==> src/rtl/sched_pkg.sv <==
// Shared types and constants for the task dispatcher.
package sched_pkg;

    localparam int unsigned SCHED_D_W   = 12;
    localparam int unsigned SCHED_CNT_W = 8;

    typedef enum logic [2:0] {
        S_IDLE  = 3'd0,
        S_FETCH = 3'd1,
        S_LOAD  = 3'd2,
        S_ISSUE = 3'd3,
        S_RUN   = 3'd4
    } sched_state_e;

endpackage

==> src/rtl/sched_wdog.sv <==
// RUN-state watchdog: cleared on RUN entry, counts enabled cycles, flags the last allowed cycle.
module sched_wdog #(
    parameter int unsigned WDOG_W     = 16,
    parameter int unsigned WDOG_LIMIT = 1000
) (
    input  logic CLK,
    input  logic CLR_N,
    input  logic clear,
    input  logic count_en,
    output logic expire_c
);

    logic [WDOG_W-1:0] count;

    always_ff @(posedge CLK) begin
        if (!CLR_N) begin
            count <= '0;
        end else if (clear) begin
            count <= '0;
        end else if (count_en) begin
            count <= count + WDOG_W'(1);
        end
    end

    assign expire_c = count_en && (count == WDOG_W'(WDOG_LIMIT - 1));

endmodule

==> src/rtl/sched_dispatch.sv <==
// Task dispatcher: fetches one scheduler FIFO entry at a time and offers it to the CPU.
// Optional RUN-state watchdog is built in when SCHED_WDOG_EN is defined.
module sched_dispatch
    import sched_pkg::*;
#(
    parameter int unsigned D_W        = SCHED_D_W,
    parameter int unsigned WDOG_W     = 16,
    parameter int unsigned WDOG_LIMIT = 1000
) (
    input  logic                   CLK,
    input  logic                   CLR_N,
    input  logic                   EN,
    input  logic                   FIFO_EMPTY,
    output logic                   FIFO_RD,
    input  logic [D_W-1:0]         FIFO_D,
    output logic                   TASK_VALID,
    output logic [D_W-1:0]         TASK_ID,
    input  logic                   TASK_READY,
    input  logic                   TASK_DONE,
    output logic                   BUSY,
    output logic                   TIMEOUT,
    output logic [SCHED_CNT_W-1:0] TASK_CNT
);

    sched_state_e state;
    logic         wdog_expire_c;

    if (D_W == 0 || WDOG_W == 0 || WDOG_LIMIT < 2 ||
        64'(WDOG_LIMIT) > (64'd1 << WDOG_W)) begin : g_bad_cfg
        $error("sched_dispatch: invalid D_W / WDOG_W / WDOG_LIMIT combination");
    end

`ifdef SCHED_WDOG_EN
    logic wdog_clear_c;
    logic wdog_count_c;

    assign wdog_clear_c = (state == S_ISSUE) && TASK_READY;
    assign wdog_count_c = (state == S_RUN);

    sched_wdog #(
        .WDOG_W     (WDOG_W),
        .WDOG_LIMIT (WDOG_LIMIT)
    ) u_wdog (
        .CLK      (CLK),
        .CLR_N    (CLR_N),
        .clear    (wdog_clear_c),
        .count_en (wdog_count_c),
        .expire_c (wdog_expire_c)
    );

    // A completion landing on the expiry cycle suppresses the timeout
    always_ff @(posedge CLK) begin
        if (!CLR_N) begin
            TIMEOUT <= 1'b0;
        end else begin
            TIMEOUT <= wdog_expire_c && !TASK_DONE;
        end
    end
`else
    assign wdog_expire_c = 1'b0;
    assign TIMEOUT       = 1'b0;
`endif

    // Dispatch FSM; all outputs are registered alongside the state
    always_ff @(posedge CLK) begin
        if (!CLR_N) begin
            state      <= S_IDLE;
            FIFO_RD    <= 1'b0;
            TASK_VALID <= 1'b0;
            TASK_ID    <= '0;
            BUSY       <= 1'b0;
            TASK_CNT   <= '0;
        end else begin
            FIFO_RD <= 1'b0;
            unique case (state)
                S_IDLE: begin
                    if (EN && !FIFO_EMPTY) begin
                        state   <= S_FETCH;
                        FIFO_RD <= 1'b1;
                        BUSY    <= 1'b1;
                    end
                end
                S_FETCH: begin
                    state <= S_LOAD;
                end
                S_LOAD: begin
                    // Read data is valid on FIFO_D the cycle after the strobe
                    state      <= S_ISSUE;
                    TASK_ID    <= FIFO_D;
                    TASK_VALID <= 1'b1;
                end
                S_ISSUE: begin
                    if (TASK_READY) begin
                        state      <= S_RUN;
                        TASK_VALID <= 1'b0;
                    end
                end
                S_RUN: begin
                    if (TASK_DONE) begin
                        state    <= S_IDLE;
                        BUSY     <= 1'b0;
                        TASK_CNT <= TASK_CNT + SCHED_CNT_W'(1);
                    end else if (wdog_expire_c) begin
                        state <= S_IDLE;
                        BUSY  <= 1'b0;
                    end
                end
                default: begin
                    state      <= S_IDLE;
                    TASK_VALID <= 1'b0;
                    BUSY       <= 1'b0;
                end
            endcase
        end
    end

endmodule

==> config.mk <==
export PLATFORM = sky130hd
export DESIGN_NAME = sched_dispatch
export DESIGN_NICKNAME = d
export VERILOG_FILES = /design/src/rtl/sched_pkg.sv /design/src/rtl/sched_wdog.sv /design/src/rtl/sched_dispatch.sv
export SDC_FILE = /design/constraint.sdc
export NUM_CORES = 1
export LEC_CHECK = 0
export CELL_PAD_IN_SITES_DETAIL_PLACEMENT = 1
export CELL_PAD_IN_SITES_GLOBAL_PLACEMENT = 1
export CORE_ASPECT_RATIO = 1.1
export CORE_MARGIN = 2
export CORE_UTILIZATION = 31
export DETAILED_ROUTE_END_ITERATION = 10
export GPL_TIMING_DRIVEN = 1
export PLACE_DENSITY_LB_ADDON = 0.1
export SYNTH_ARGS = -nofsm -noshare
export SYNTH_HDL_FRONTEND = slang
export SYNTH_HIERARCHICAL = 1
export SYNTH_SLANG_ARGS = --single-unit
==> constraint.sdc <==
create_clock -name CLK -period 1.6 [get_ports CLK]
set_input_delay 0.32 -clock CLK [delete_from_list [all_inputs] [get_ports CLK]]
set_output_delay 0.32 -clock CLK [all_outputs]
set_load 0.02 [all_outputs]
==> flow_metrics.env, run 1 <==
export IMPL_finalMaxSlewViolations=0
export IMPL_diodes=0
export IMPL_hpwl_um=1890
export IMPL_synth_top_area_frac=0.474
export IMPL_avgSynthCellArea_um2=9.55
export IMPL_viasPerCell=4.71
export IMPL_syn_to_final_growth_pct=45.6
export IMPL_worstPathArrival_ns=1.71
export IMPL_fmax_mhz=690
export IMPL_floorplan_initialDensity=0.327
export IMPL_dieArea_um2=4040
export IMPL_critPathLaunchType="flip-flop"
export IMPL_n_fill_cell=405
export IMPL_synth_flop_cell="dfxtp_1"
export IMPL_hold_viol_final=0
export IMPL_fp_dieW_um=60.8
export IMPL_cp_max_fo=8
export IMPL_grt_use_total=0.139
export IMPL_postCtsSetupBuffers=0
export IMPL_path_class="flip-flop to flip-flop"
export IMPL_hold_buffers=0
export IMPL_status="complete, no violations"
export IMPL_gp_congestion=0.767
export IMPL_clk_latency_ns=0.31
export IMPL_h_tree_depth=1
export IMPL_multi_input_comb_area_um2=523
export IMPL_root_buffer="clkbuf_4"
export IMPL_ys_ff_latch=26
export IMPL_yosysSeqAreaShare=0.474
export IMPL_fp_row_count=22
export IMPL_drc_errors=0
export IMPL_final_seq_area_um2=520
export IMPL_fp_dieH_um=66.4
export IMPL_io_pin_count=42
export IMPL_p_total_mw=1.25
export IMPL_ir_drop_v=0.000308
export IMPL_synth_top_area_cell="dfxtp_1"
export IMPL_yosys_warnings=6
export IMPL_grt_pass1_wl_um=4310
export IMPL_p_per_area_nw_per_um2=779
export IMPL_min_path_type="flip-flop to flip-flop"
export IMPL_grt_overflow=0
export IMPL_num_vias=974
export IMPL_setup_viol=0
export IMPL_maxCapViolCount=0
export IMPL_finClkSkew_ns=0.00178
export IMPL_worstSetupStartpoint="state[2]$_SDFFE_PN0P_"
export IMPL_worstSetupEndpointType="flip-flop"
export IMPL_synth_area_top_cells="dfxtp_1, mux2i_1, nor2_1"
export IMPL_drtIter0Drc=25
export IMPL_clock_path_buffers=2
export IMPL_cts_sinks=26
export IMPL_fin_util=0.476
export IMPL_r2r_end="TASK_CNT[6]$_SDFFE_PN0P_"
export IMPL_postPlaceCellArea_um2=1590
export IMPL_finalCriticalPeriod_ns=1.45
export IMPL_r2r_cells=3
export IMPL_antenna_found_initial=0
export IMPL_drive_gt1_frac=0.0881
export IMPL_synth_most_common_cell="dfxtp_1"
export IMPL_clkSlewWorstSetupHoldPaths_ns=0.14
export IMPL_reg2reg_from="state[2]$_SDFFE_PN0P_"
export IMPL_synthDistinctLibCells=32
export IMPL_wirelength_um=2560
export IMPL_coreArea_um2=3360
export IMPL_synth_commonest_cells="dfxtp_1, nor2_1, mux2i_1, a21oi_1"
export IMPL_fin_setup_tns_ns=0
export IMPL_first_global_vias=981
export IMPL_port_buffers=40
export IMPL_synth_fp_nets=134
export IMPL_synth_async_reset_ratio=0
export IMPL_drtAntennaViolNets=0
export IMPL_p_leak_nw=0.691
export IMPL_tritoncts_num_buffers=3
export IMPL_rrSetupSlack_ns=0.15
export IMPL_finalCritPeriodShare=0.906
export IMPL_postLayoutCellArea_um2=1600
export IMPL_wl_per_cell_um=12.4
export IMPL_synth_edff_count=0
export IMPL_dr_pass1_iters=4
export IMPL_syn_area_um2=1100
export IMPL_final_nets=179
export IMPL_syn_inst=115
export IMPL_cp_data_required_time_ns=1.86
export IMPL_grt_setup_unrepaired="false"
export IMPL_cts_tree="built"
export IMPL_critPathCapture="TASK_CNT[6]$_SDFFE_PN0P_"
export IMPL_whs_path_depth=2
export IMPL_grt_max_degree=22
[power by group]
group / total [mW] / leakage (nW) / internal, mW / switching, mW
Clock: 0.335 / 0.0210 / 0.139 / 0.196
Combinational: 0.219 / 0.459 / 0.115 / 0.104
Sequential: 0.691 / 0.211 / 0.675 / 0.0160
Total: 1.25 / 0.691 / 0.929 / 0.316
[logic make-up after synthesis]
logic type / Yosys count / synth area share
and+or+nand+nor: 41 / 0.224
DFF: 26 / 0.474
AOI/OAI and AO/OA: 19 / 0.101
muxes: 14 / 0.128
buffers and inverters: 12 / 0.0501
adders and majority gates: 1 / 0.0114
other: 1 / 0.00341
xor gates and xnor gates: 1 / 0.00797
[timing repair]
action | in CTS | in global routing
endpoints found under the setup margin | 22 | 1
pin swaps | 0 | 0
resized for setup | 22 | 1
[routing by layer]
| layer | vias to the layer above | share of wire | GRT usage | routed length (um) |
|---|---|---|---|---|
| met2 | 28 | 0.48 | 0.246 | 1230 |
| li1 | 483 | - | - | - |
| met5 | - | 0 | 0 | 0 |
| met4 | 0 | 0.0055 | 0.0408 | 14 |
| met1 | 461 | 0.45 | 0.161 | 1150 |
| met3 | 2 | 0.067 | 0.0333 | 172 |
[worst min-delay path by stage]
stage | startpoint | endpoint | slack, ns
floorplan | TASK_READY | state[1]$_SDFFE_PN0P_ | 0.43
global placement | TASK_CNT[7]$_SDFFE_PN0P_ | TASK_CNT[7]$_SDFFE_PN0P_ | 0.45
detailed placement | TASK_CNT[7]$_SDFFE_PN0P_ | TASK_CNT[7]$_SDFFE_PN0P_ | 0.46
CTS | TASK_CNT[7]$_SDFFE_PN0P_ | TASK_CNT[7]$_SDFFE_PN0P_ | 0.48
global route | TASK_CNT[7]$_SDFFE_PN0P_ | TASK_CNT[7]$_SDFFE_PN0P_ | 0.51
finish | TASK_CNT[7]$_SDFFE_PN0P_ | TASK_CNT[7]$_SDFFE_PN0P_ | 0.47
[cell type report]
class                           instances  share of cell area
Timing Repair Buffer                   47               0.275
Tap cell                               48              0.0376
Inverter                                5              0.0117
Sequential cell                        26               0.326
Clock buffer                            4              0.0227
Multi-Input combinational cell         77               0.327
[registers in the layout (all words and copies together) (netlist names)]
name	count
BUSY	1
state	3
TASK_VALID	1
TASK_CNT	8
TASK_ID	12
FIFO_RD	1
[cells in the final DEF (no fill, tap or decap), drive strengths merged]
cell type	synthesis	routed
dfxtp	26	26
dlygate4sd2	0	22
clkdlybuf4s50	0	17
nor2	15	15
mux2i	14	14
a21oi	9	9
buf	4	7
inv	5	5
nand2b	5	5
nand2	4	4
nand3	4	4
clkbuf	3	4
or3	3	3
o21ai	3	3
o31ai	2	2
or4	2	2
nor4	2	2
nor3b	1	1
nand4bb	1	1
xor2	1	1
o21bai	1	1
a31oi	1	1
a211oi	1	1
or4b	1	1
a21o	1	1
nand3b	1	1
o21a	1	1
nand4b	1	1
nor3	1	1
ha	1	1
conb	1	1
dlymetal6s2s	0	1
[per-stage QoR]
stage | instances | hold slack [ns] | setup WS (ns)
floorplan | 115 | 0.430 | 0.220
global placement | 203 | 0.452 | -0.0935
detailed placement | 203 | 0.463 | -0.146
CTS | 207 | 0.482 | 0.0193
global route | 207 | 0.507 | 0.00273
finish | 207 | 0.475 | 0.150
[worst max-delay path, stage by stage (launching register included)]
cell and delay (ns):
dfxtp_1 0.55, nand4bb_4 0.17, or4_1 0.53, a21oi_1 0.15
Note: power is estimated with default switching activity, not from simulation.
==> inputs of run 2 (changes only) <==
ABC_AREA = 1   (was not set)
CORE_UTILIZATION = 29   (was 31)
TNS_END_PERCENT = 20   (was not set)
clock period = 1.5 ns   (was 1.6 ns; I/O delays follow)
==> run 2 against run 1 <==
First-iteration DRC count down 60%. Register-to-register slack better by 0.06 ns. Combinational power grew to 4.2 times the previous value. Synthesized cell count grew 31%. Sequential cell count unchanged. Clock-buffer cell count is 1 lower. Via count increased by 13%. Critical path depth fell by 2. Area after synthesis grew 0.68%. Non-clock buffer count decreased by 1. Clock skew rose by 0.0028 ns. Critical path type is now flip-flop to primary output. Critical endpoint is now TASK_CNT[6].
==> flow_metrics.env, run 2 <==
export IMPL_hpwl_um=2250
export IMPL_final_cell_mix="nor2_1, dfxtp_1, dlygate4sd2_1"
export IMPL_syn_inst=151
export IMPL_clkSlewWorstSetupHoldPaths_ns=0.09
export IMPL_ir_drop_v=0.000500
export IMPL_hold_viol_final=0
export IMPL_timing_hold_ws_ns=0.449
export IMPL_finClkSkew_ns=0.00459
export IMPL_synth_top_area_cell="dfxtp_1"
export IMPL_reg2reg_from="state[1]$_SDFFE_PN0P_"
export IMPL_grt_max_degree=14
export IMPL_ys_ff_latch=26
export IMPL_finalCriticalPeriod_ns=1.30
export IMPL_p_leak_nw=0.745
export IMPL_antenna_found_initial=0
export IMPL_postLayoutCellArea_um2=1590
export IMPL_tritoncts_num_buffers=3
export IMPL_cts_tree="built"
export IMPL_setup_viol=0
export IMPL_avgSynthCellArea_um2=7.32
export IMPL_first_global_vias=1102
export IMPL_critPathLaunchType="flip-flop"
export IMPL_num_vias=1104
export IMPL_syn_area_um2=1110
export IMPL_fp_row_count=23
export IMPL_path_depth=1
export IMPL_worst_path_largest_cell_delay_ns=0.39
export IMPL_r2r_cells=6
export IMPL_cp_data_required_time_ns=1.20
export IMPL_synth_fp_nets=170
export IMPL_synth_commonest_cells="nor2_1, dfxtp_1, nand2_1, inv_1, o21ai_0"
export IMPL_synthDistinctLibCells=24
export IMPL_postPlaceCellArea_um2=1580
export IMPL_grt_overflow=0
export IMPL_critical_path_top_delay_family="flip-flops"
export IMPL_coreArea_um2=3650
export IMPL_synth_most_common_cell="nor2_1"
export IMPL_wirelength_um=2870
export IMPL_yosysSeqAreaShare=0.471
export IMPL_synth_top_area_frac=0.471
export IMPL_grt_use_total=0.145
export IMPL_root_buffer="clkbuf_8"
export IMPL_floorplan_initialDensity=0.303
export IMPL_clock_path_buffers=2
export IMPL_port_buffers=40
export IMPL_path_class="flip-flop to primary output"
export IMPL_clk_latency_ns=0.27
export IMPL_dr_pass1_iters=3
export IMPL_synth_area_top_cells="dfxtp_1, nor2_1, nand2_1"
export IMPL_worst_slack_ns=0.196
export IMPL_h_tree_depth=1
export IMPL_drive_gt1_frac=0.0773
export IMPL_syn_to_final_growth_pct=43.6
export IMPL_yosys_warnings=6
export IMPL_gp_congestion=0.817
export IMPL_synth_async_reset_ratio=0
export IMPL_largest_reg_flops=12
export IMPL_rrSetupSlack_ns=0.21
export IMPL_fp_dieH_um=68.8
export IMPL_drc_errors=0
export IMPL_cts_resized_gates=23
export IMPL_fin_setup_tns_ns=0
export IMPL_postCtsSetupBuffers=0
export IMPL_place_ws_ns=-0.0431
export IMPL_synth_edff_count=0
export IMPL_largest_register="TASK_ID"
export IMPL_drtIter0Drc=10
export IMPL_fin_util=0.434
export IMPL_dieArea_um2=4320
export IMPL_cp_max_fo=4
export IMPL_hold_buffers=0
export IMPL_io_pin_count=42
export IMPL_wl_per_cell_um=11.7
export IMPL_cts_sinks=26
export IMPL_grt_pass1_wl_um=4910
export IMPL_drtAntennaViolNets=0
export IMPL_p_per_area_nw_per_um2=1440
export IMPL_fmax_mhz=767
export IMPL_worstPathArrival_ns=1.00
export IMPL_fp_dieW_um=62.9
export IMPL_viasPerCell=4.52
export IMPL_grt_setup_unrepaired="false"
export IMPL_reg_largest_list="TASK_ID: 12 flops, TASK_CNT: 8 flops, state: 3 flops"
export IMPL_finalCritPeriodShare=0.869
export IMPL_critPathCapture="TASK_CNT[6]"
export IMPL_cp_cell_sequence="dlygate4sd2_1"
export IMPL_cp_num_buf_inv=1
export IMPL_final_common_cell="nor2_1"
export IMPL_status="complete, no violations"
export IMPL_finalMaxSlewViolations=0
export IMPL_worstSetupStartpoint="TASK_CNT[6]$_SDFFE_PN0P_"
export IMPL_maxCapViolCount=0
export IMPL_worstSetupEndpointType="primary output"
export IMPL_diodes=0
export IMPL_synth_flop_cell="dfxtp_1"
export IMPL_crit_slowest_cell="dfxtp_1"
export IMPL_r2r_end="TASK_CNT[5]$_SDFFE_PN0P_"
export IMPL_final_nets=215
export IMPL_min_path_type="flip-flop to flip-flop"
## run 2: changes by cell type in the layout (fill, tap and decap cells not counted), moves of 3 or more
cell,previous run,this run
clkbuf_4,3,0
inv_1,5,16
mux2i_1,14,0
nand2_1,4,21
nand2_2,0,3
nand2b_1,5,0
nand3_1,4,11
nor2_1,15,32
o21ai_0,1,13
or3_1,3,0
## run 2: kinds of logic (layout without fill, tap and decap cells)
family / Yosys count / count (layout) / share of synthesized area
buffers and inverters: 22 / 65 / 0.0894
xor gates and xnor gates: 1 / 1 / 0.00792
and+or+nand+nor: 75 / 75 / 0.301
other: 1 / 1 / 0.00339
DFF: 26 / 26 / 0.471
AOI/OAI and AO/OA: 25 / 25 / 0.117
adders and majority gates: 1 / 1 / 0.0113
## run 2: final cells by class
| class | count | area, um^2 |
|---|---|---|
| Timing Repair Buffer | 46 | 417 |
| Multi-Input combinational cell | 103 | 487 |
| Clock buffer | 3 | 41.3 |
| Inverter | 16 | 60.1 |
| Sequential cell | 26 | 520 |
| Fill cell | 498 | 2070 |
| Tap cell | 50 | 62.6 |
## run 2: through the flow
stage / total power, mW / std cells
detailed placement: 2.03 / 241
global placement: 1.99 / 241
floorplan: 1.60 / 151
finish: 2.28 / 244
global route: 2.48 / 244
CTS: 2.34 / 244
## run 2: how the worst min path moves through the flow
| stage | cells after the start | slack, ns | endpoint | startpoint |
|---|---|---|---|---|
| 2_1_floorplan | 2 | 0.44 | TASK_CNT[0]$_SDFFE_PN0P_ | CLR_N |
| 3_3_place_gp | 2 | 0.44 | BUSY$_SDFFE_PN0P_ | BUSY$_SDFFE_PN0P_ |
| 3_5_place_dp | 2 | 0.44 | BUSY$_SDFFE_PN0P_ | BUSY$_SDFFE_PN0P_ |
| 4_1_cts | 2 | 0.46 | BUSY$_SDFFE_PN0P_ | BUSY$_SDFFE_PN0P_ |
| 5_1_grt | 2 | 0.49 | BUSY$_SDFFE_PN0P_ | BUSY$_SDFFE_PN0P_ |
| 6_report | 2 | 0.45 | BUSY$_SDFFE_PN0P_ | BUSY$_SDFFE_PN0P_ |
## run 2: metal layers
metal | vias to the layer above | GRT usage | share of wire
met5 | - | 0 | 0
met4 | 0 | 0.0667 | 0.0080
met3 | 2 | 0.0227 | 0.036
met2 | 21 | 0.281 | 0.51
met1 | 515 | 0.159 | 0.44
li1 | 566 | - | -
## run 2: worst min-delay path, stage by stage, from the launching register on
cell and delay [ns]:
dfxtp_1 0.32, inv_1 0.04, a21oi_1 0.05
## run 2: where the power goes
group / total (mW) / internal [mW] / leakage [nW] / switching [mW]
registers: 0.969 / 0.855 / 0.211 / 0.114
logic: 0.924 / 0.366 / 0.512 / 0.558
clock network: 0.390 / 0.180 / 0.0216 / 0.210
total: 2.28 / 1.40 / 0.745 / 0.882
